==> src/rtl/do_chu_ky_xung.sv <==
`default_nettype none
// ============================================================================
//  Module   : do_chu_ky_xung
//  Function : Measures the period (rising edge to rising edge) of a slow
//             asynchronous input in Clk50MHz cycles, flags loss of input
//             after TIMEOUT cycles without a rising edge, and optionally
//             measures the high time of the last period.
//  Options  : define DUTY_MEASURE_EN to build the high-time measurement;
//             otherwise HighTime is tied to zero.
//  Revision : 1.0 - initial release
// ============================================================================
module do_chu_ky_xung #(
    parameter int CNT_W   = 24,
    parameter int TIMEOUT = 12_500_000
) (
    input  logic             Clk50MHz,
    input  logic             Rst,
    input  logic             SigIn,
    output logic [CNT_W-1:0] Period,
    output logic             PeriodValid,
    output logic             Timeout,
    output logic [CNT_W-1:0] HighTime
);

    localparam logic [CNT_W-1:0] TIMEOUT_C = CNT_W'(TIMEOUT);
    localparam logic [CNT_W-1:0] ONE_C     = CNT_W'(1);

    typedef enum logic [0:0] {
        IDLE    = 1'b0,
        MEASURE = 1'b1
    } state_t;

    state_t           state;
    state_t           state_next;
    logic [CNT_W-1:0] cnt;
    logic [CNT_W-1:0] cnt_next;
    logic             sync1;
    logic             sync2;
    logic             hist;
    logic             rise;
    logic             fall;
    logic             strobe;
    logic             expire;

    // Two-flop synchronizer for the asynchronous input plus one history flop
    always_ff @(posedge Clk50MHz) begin
        if (Rst) begin
            sync1 <= 1'b0;
            sync2 <= 1'b0;
            hist  <= 1'b0;
        end else begin
            sync1 <= SigIn;
            sync2 <= sync1;
            hist  <= sync2;
        end
    end

    assign rise = sync2 & ~hist;
    assign fall = ~sync2 & hist;

    // State and period counter registers
    always_ff @(posedge Clk50MHz) begin
        if (Rst) begin
            state <= IDLE;
            cnt   <= '0;
        end else begin
            state <= state_next;
            cnt   <= cnt_next;
        end
    end

    // Next-state logic; a rise in the TIMEOUT cycle takes priority over expiry
    always_comb begin
        state_next = state;
        cnt_next   = cnt;
        strobe     = 1'b0;
        expire     = 1'b0;
        case (state)
            IDLE: begin
                cnt_next = '0;
                if (rise) begin
                    state_next = MEASURE;
                    cnt_next   = ONE_C;
                end
            end
            MEASURE: begin
                if (rise) begin
                    strobe   = 1'b1;
                    cnt_next = ONE_C;
                end else if (cnt >= TIMEOUT_C) begin
                    expire     = 1'b1;
                    state_next = IDLE;
                    cnt_next   = '0;
                end else begin
                    cnt_next = cnt + ONE_C;
                end
            end
            default: begin
                state_next = IDLE;
                cnt_next   = '0;
            end
        endcase
    end

    // Result registers: Period and Timeout hold between updates
    always_ff @(posedge Clk50MHz) begin
        if (Rst) begin
            Period      <= '0;
            PeriodValid <= 1'b0;
            Timeout     <= 1'b0;
        end else begin
            PeriodValid <= strobe;
            if (strobe) begin
                Period  <= cnt;
                Timeout <= 1'b0;
            end else if (expire) begin
                Timeout <= 1'b1;
            end
        end
    end

`ifdef DUTY_MEASURE_EN
    logic [CNT_W-1:0] high_cnt;
    logic [CNT_W-1:0] high_latch;
    logic [CNT_W-1:0] high_time;

    // High-time counter: restarts on each rise, captured on the falling
    // edge, and published alongside Period on the strobe. It cannot wrap
    // because MEASURE never lasts longer than TIMEOUT cycles.
    always_ff @(posedge Clk50MHz) begin
        if (Rst) begin
            high_cnt   <= '0;
            high_latch <= '0;
            high_time  <= '0;
        end else begin
            if (rise) begin
                high_cnt <= ONE_C;
            end else if (state == MEASURE && sync2) begin
                high_cnt <= high_cnt + ONE_C;
            end
            if (fall) begin
                high_latch <= high_cnt;
            end
            if (strobe) begin
                high_time <= high_latch;
            end
        end
    end

    assign HighTime = high_time;
`else
    assign HighTime = '0;
`endif

endmodule
`default_nettype wire

==> config.mk <==
export PLATFORM = sky130hd
export DESIGN_NAME = do_chu_ky_xung
export DESIGN_NICKNAME = d
export VERILOG_FILES = /design/src/rtl/do_chu_ky_xung.sv
export SDC_FILE = /design/constraint.sdc
export NUM_CORES = 1
export LEC_CHECK = 0
export ABC_AREA = 1
export ABC_CLOCK_PERIOD_IN_PS = 1600
export BUFFER_PORTS_ARGS = -buffer_cell sky130_fd_sc_hd__clkbuf_2
export CAP_MARGIN = 10
export CELL_PAD_IN_SITES_DETAIL_PLACEMENT = 0
export CELL_PAD_IN_SITES_GLOBAL_PLACEMENT = 1
export CORE_AREA = 2 2 70 105
export DETAILED_ROUTE_END_ITERATION = 10
export DIE_AREA = 0 0 72 107
export GPL_TIMING_DRIVEN = 0
export MAX_ROUTING_LAYER = met4
export PLACE_DENSITY_LB_ADDON = 0.1
export SYNTH_ARGS = -nofsm -noshare
export SYNTH_HDL_FRONTEND = slang
export SYNTH_SLANG_ARGS = --single-unit
==> constraint.sdc <==
create_clock -name Clk50MHz -period 1.6 [get_ports Clk50MHz]
set_input_delay 0.16 -clock Clk50MHz [delete_from_list [all_inputs] [get_ports Clk50MHz]]
set_output_delay 0.16 -clock Clk50MHz [all_outputs]
set_load 0.05 [all_outputs]
==> summary.md <==
| Metric | Value |
|---|---|
| Worst-path fanout max | `5` |
| Die Footprint | `7704 µm²` |
| Antenna fix cells | `0` |
| Clock insertion delay at the later pin of the skew report | `0.31 ns` |
| Final layout net count | `403` |
| Number of enable flip-flop cells after synthesis | `0` |
| Routability congestion estimate | `0.8022` |
| Outcome | `complete, no violations` |
| Leak Pwr | `1.221 nW` |
| Via-per-instance ratio | `4.331` |
| Setup slack of the worst register-to-register path | `0.11 ns` |
| Netlist Area Pre-Place | `2634 µm²` |
| Final critical-path required period | `1.492 ns` |
| Wire length of the first global-routing pass | `9418 µm` |
| Fraction of synthesized cell area taken by the top area cell type | `41.05%` |
| Critical Path Slowest Stage Cell | `dfxtp_2` |
| Power per cell area | `776.8 nW/µm²` |
| Kind of critical path | `reg2reg` |
| Switching Fraction | `26.28%` |
| RSZ-0062 raised after global routing | `no` |
| CTS HTree Levels | `2` |
| Classification of the worst-slack hold path | `in2reg` |
| Worst Slack Setup Final | `0.1081 ns` |
| End point of the critical path | `cnt[20]` |
| Via count | `2066` |
| Clock root buffer | `clkbuf_8` |
| Number of CTS-inserted buffers | `5` |
| Final Routed Wirelength | `5902 µm` |
| Clock slew at the register clock pins of the worst setup and hold paths | `0.09 ns` |
| Number of primary I/O pins | `53` |
| Gate count of the mapped netlist | `340` |
| Number of library cell types mapped by synthesis | `28` |
| Peak Freq | `670.3 MHz` |
| CTS sink cnt | `54` |
| Crit path buf inv count | `1` |
| Cells taking the most area after synthesis | `dfxtp_1 (41%), nand2_1 (8.4%), buf_4 (6.8%), nand3_1 (6.5%), inv_1 (5.7%)` |
| Final Slew Violations | `0` |
| Flop and latch count out of synthesis | `54` |
| Worst path max stage delay | `0.39 ns` |
| Finish-stage setup viols | `0` |
| TritonCTS clock tree | `built` |
| Die X | `72 µm` |
| Chip Height | `107 µm` |
| Top cells by count, synth | `nand2_1 (59), dfxtp_1 (54), inv_1 (40), nor2_1 (35), nand3_1 (34)` |
| Worst path cell trace | `ha_2, nand2_1, inv_1, nand2_2, nor2_4, nand3_1, xor2_1, nor2_2` |
| Crit path DAT | `1.71 ns` |
| Combinational fraction of design power | `9.4%` |
| Largest net degree at the start of global routing | `17` |
| Kind of capture point of the worst setup path | `flip-flop` |
| Buffers from clock root to sink, at most | `2` |
| Vias in the first global route | `1871` |
| Post-CTS Setup Repair Bufs | `0` |
| Relative slew slack | `63.04%` |
| Sum of net half-perimeters after detailed placement | `4761 µm` |
| Total congestion overflow after global routing | `0` |
| Iter 0 DRT Violations | `74` |
| Number of cells traversed by the worst hold path | `3` |
| Pre-CTS worst setup slack | `0.01180 ns` |
| Detailed Routing Iterations Pass 1 | `4` |
| Starting utilization of the core area | `38.70%` |
| Max-capacitance violation count | `0` |
| Number of rows in the core area | `37` |
| Average footprint of a synthesized cell | `7.746 µm²` |
| Crit-path leading delay family | `simple AND/OR/NAND/NOR gates` |
| Fraction of the yosys area taken by sequential cells | `41.05%` |
| Cell depth of the worst setup path | `8` |
| Share of layout cells above drive strength 1 | `27.07%` |
| Period utilization | `93.25%` |
| Launch point of the critical path | `cnt[0]` |
| Synth Warn # | `0` |
| Transition time of the tightest slew-check pin | `0.5545 ns` |
| Category of the worst setup path launch point | `flip-flop` |
| Area Growth Syn to Fin | `16.15%` |
| Asr flop ratio synth | `0%` |
| Total negative slack for setup checks | `0 ns` |
| Antenna-violating nets left | `0` |
| Port-buffer cells | `28` |
| Share of total power in the clock network | `33.7%` |
| End of the worst register-to-register path | `cnt[20]` |
| Most common flop cell mapped by yosys | `dfxtp_1` |
| Internal power contribution | `1.752 mW` |
| Worst endpoint required time | `1.82 ns` |
| Reported net switching power | `0.6245 mW` |
| Remaining routing DRC violations | `0` |
| Maximum clock skew at final layout | `0.003283 ns` |
| Worst reg2reg startpoint | `cnt[0]` |
| Relative contribution of sequential cells to total power | `56.9%` |
| Wire length per cell after detailed routing | `12.37 µm` |
| Number of antenna violations at the first check in global routing | `0` |
| Leading cell type by number of instances after synthesis | `nand2_1` |
| Final Hold Violating Endpoints | `0` |
| Area leader, netlist | `dfxtp_1` |
| VDD IR max | `0.2940 mV` |
| Worst reg-to-reg path cell count | `8` |
| Area inside the core boundary | `6805 µm²` |
| Total routing usage reported by global routing | `16.98%` |
[what timing repair did]
action	4_1_cts	5_1_grt
setup endpoints to repair	1	6
gates cloned	0	0
hold buffers	0	0
pin swaps	0	0
gates resized for setup	1	3
[area by class of cell]
| class | instances | area [µm²] |
|---|---|---|
| buffer | 31 | 231.5 |
| clock buffer | 6 | 82.58 |
| clock inverter | 2 | 12.51 |
| fill | 724 | 3746 |
| inverter | 43 | 161.4 |
| multi-input combinational | 235 | 1249 |
| sequential | 54 | 1085 |
| tap | 78 | 97.59 |
| timing repair buffer | 28 | 140.1 |
[cell families (layout without fill, tap and decap cells)]
logic type / count (synthesis) / after routing / share of synthesized area [%]
XOR/XNOR: 19 / 19 / 6.318
AO/OA/AOI/OAI: 20 / 20 / 3.943
flip-flops: 54 / 54 / 41.05
buffers and inverters: 74 / 110 / 14.92
adder cells (fa/ha/maj): 2 / 2 / 0.9500
AND/OR/NAND/NOR: 170 / 170 / 32.68
other: 1 / 24 / 0.1424
[sequential cells by signal, indices dropped and copies added, names as in the netlist]
register,cells
Period,24
cnt,24
PeriodValid,1
Timeout,1
hist,1
state,1
sync1,1
sync2,1
[metrics by stage]
stage	util (%)	area [µm²]	hold slack [ns]	power [mW]	std cells
after floorplan	-	2720	0.2312	1.590	363
after global placement	43.46	2958	0.3615	1.607	469
after detailed placement	43.46	2958	0.3572	1.607	469
after CTS	44.88	3054	0.01184	2.411	477
after global routing	44.95	3059	0.01901	2.471	477
final	44.95	3059	0.02485	2.376	477
[worst min path at each step]
| stage | start | end | slack [ns] |
|---|---|---|---|
| after floorplan | Rst | sync1 | 0.23 |
| after global placement | SigIn | sync1 | 0.36 |
| after detailed placement | SigIn | sync1 | 0.36 |
| after CTS | SigIn | sync1 | 0.01 |
| after global routing | SigIn | sync1 | 0.02 |
| final | SigIn | sync1 | 0.02 |
[power by group through the flow]
stage | combinational (mW) | sequential [mW] | clock (mW)
global placement | 0.222 | 1.38 | 0
detailed placement | 0.223 | 1.38 | 0
floorplan | 0.206 | 1.38 | 0
global route | 0.235 | 1.35 | 0.882
CTS | 0.223 | 1.35 | 0.835
finish | 0.224 | 1.35 | 0.800
[routing by layer]
layer / GRT usage (%) / vias up / wire (µm)
li1: - / 1119 / -
met1: 18.86 / 905 / 2487
met2: 29.17 / 36 / 3140
met3: 3.383 / 6 / 185
met4: 7.278 / 0 / 88
met5: - / - / 0
[worst register-to-register path, stage by stage (launching register included)]
cell	delay (ns)
dfxtp_2	0.39
ha_2	0.21
nand2_1	0.09
inv_1	0.09
nand2_2	0.12
nor2_4	0.16
nand3_1	0.12
xor2_1	0.18
nor2_2	0.05
[placed cells by master, fill, tap and decap left out]
cell type / Yosys / final
ha_1: 2 / 1
nand3_4: 1 / 1
o21ai_0: 8 / 8
nor2_1: 35 / 35
buf_4: 24 / 24
a21oi_1: 1 / 1
nand3_1: 34 / 34
nor2_4: 7 / 7
clkbuf_8: 0 / 6
conb_1: 1 / 24
nand2_2: 3 / 3
xnor2_1: 2 / 2
nand4_1: 3 / 3
o21ai_1: 10 / 10
inv_2: 2 / 2
dfxtp_2: 0 / 3
clkinv_2: 0 / 1
clkbuf_2: 0 / 28
clkinvlp_4: 0 / 1
dfxtp_1: 54 / 51
ha_2: 0 / 1
a21oi_2: 1 / 1
nand3_2: 2 / 2
clkinv_1: 1 / 1
nor2_2: 21 / 21
nand4_4: 1 / 1
clkbuf_1: 2 / 2
nor3_4: 1 / 1
buf_6: 3 / 3
buf_2: 2 / 2
inv_1: 40 / 40
nand2_1: 59 / 59
xor2_1: 17 / 17
nor3_1: 3 / 3
Note: power is estimated with default switching activity, not from simulation.
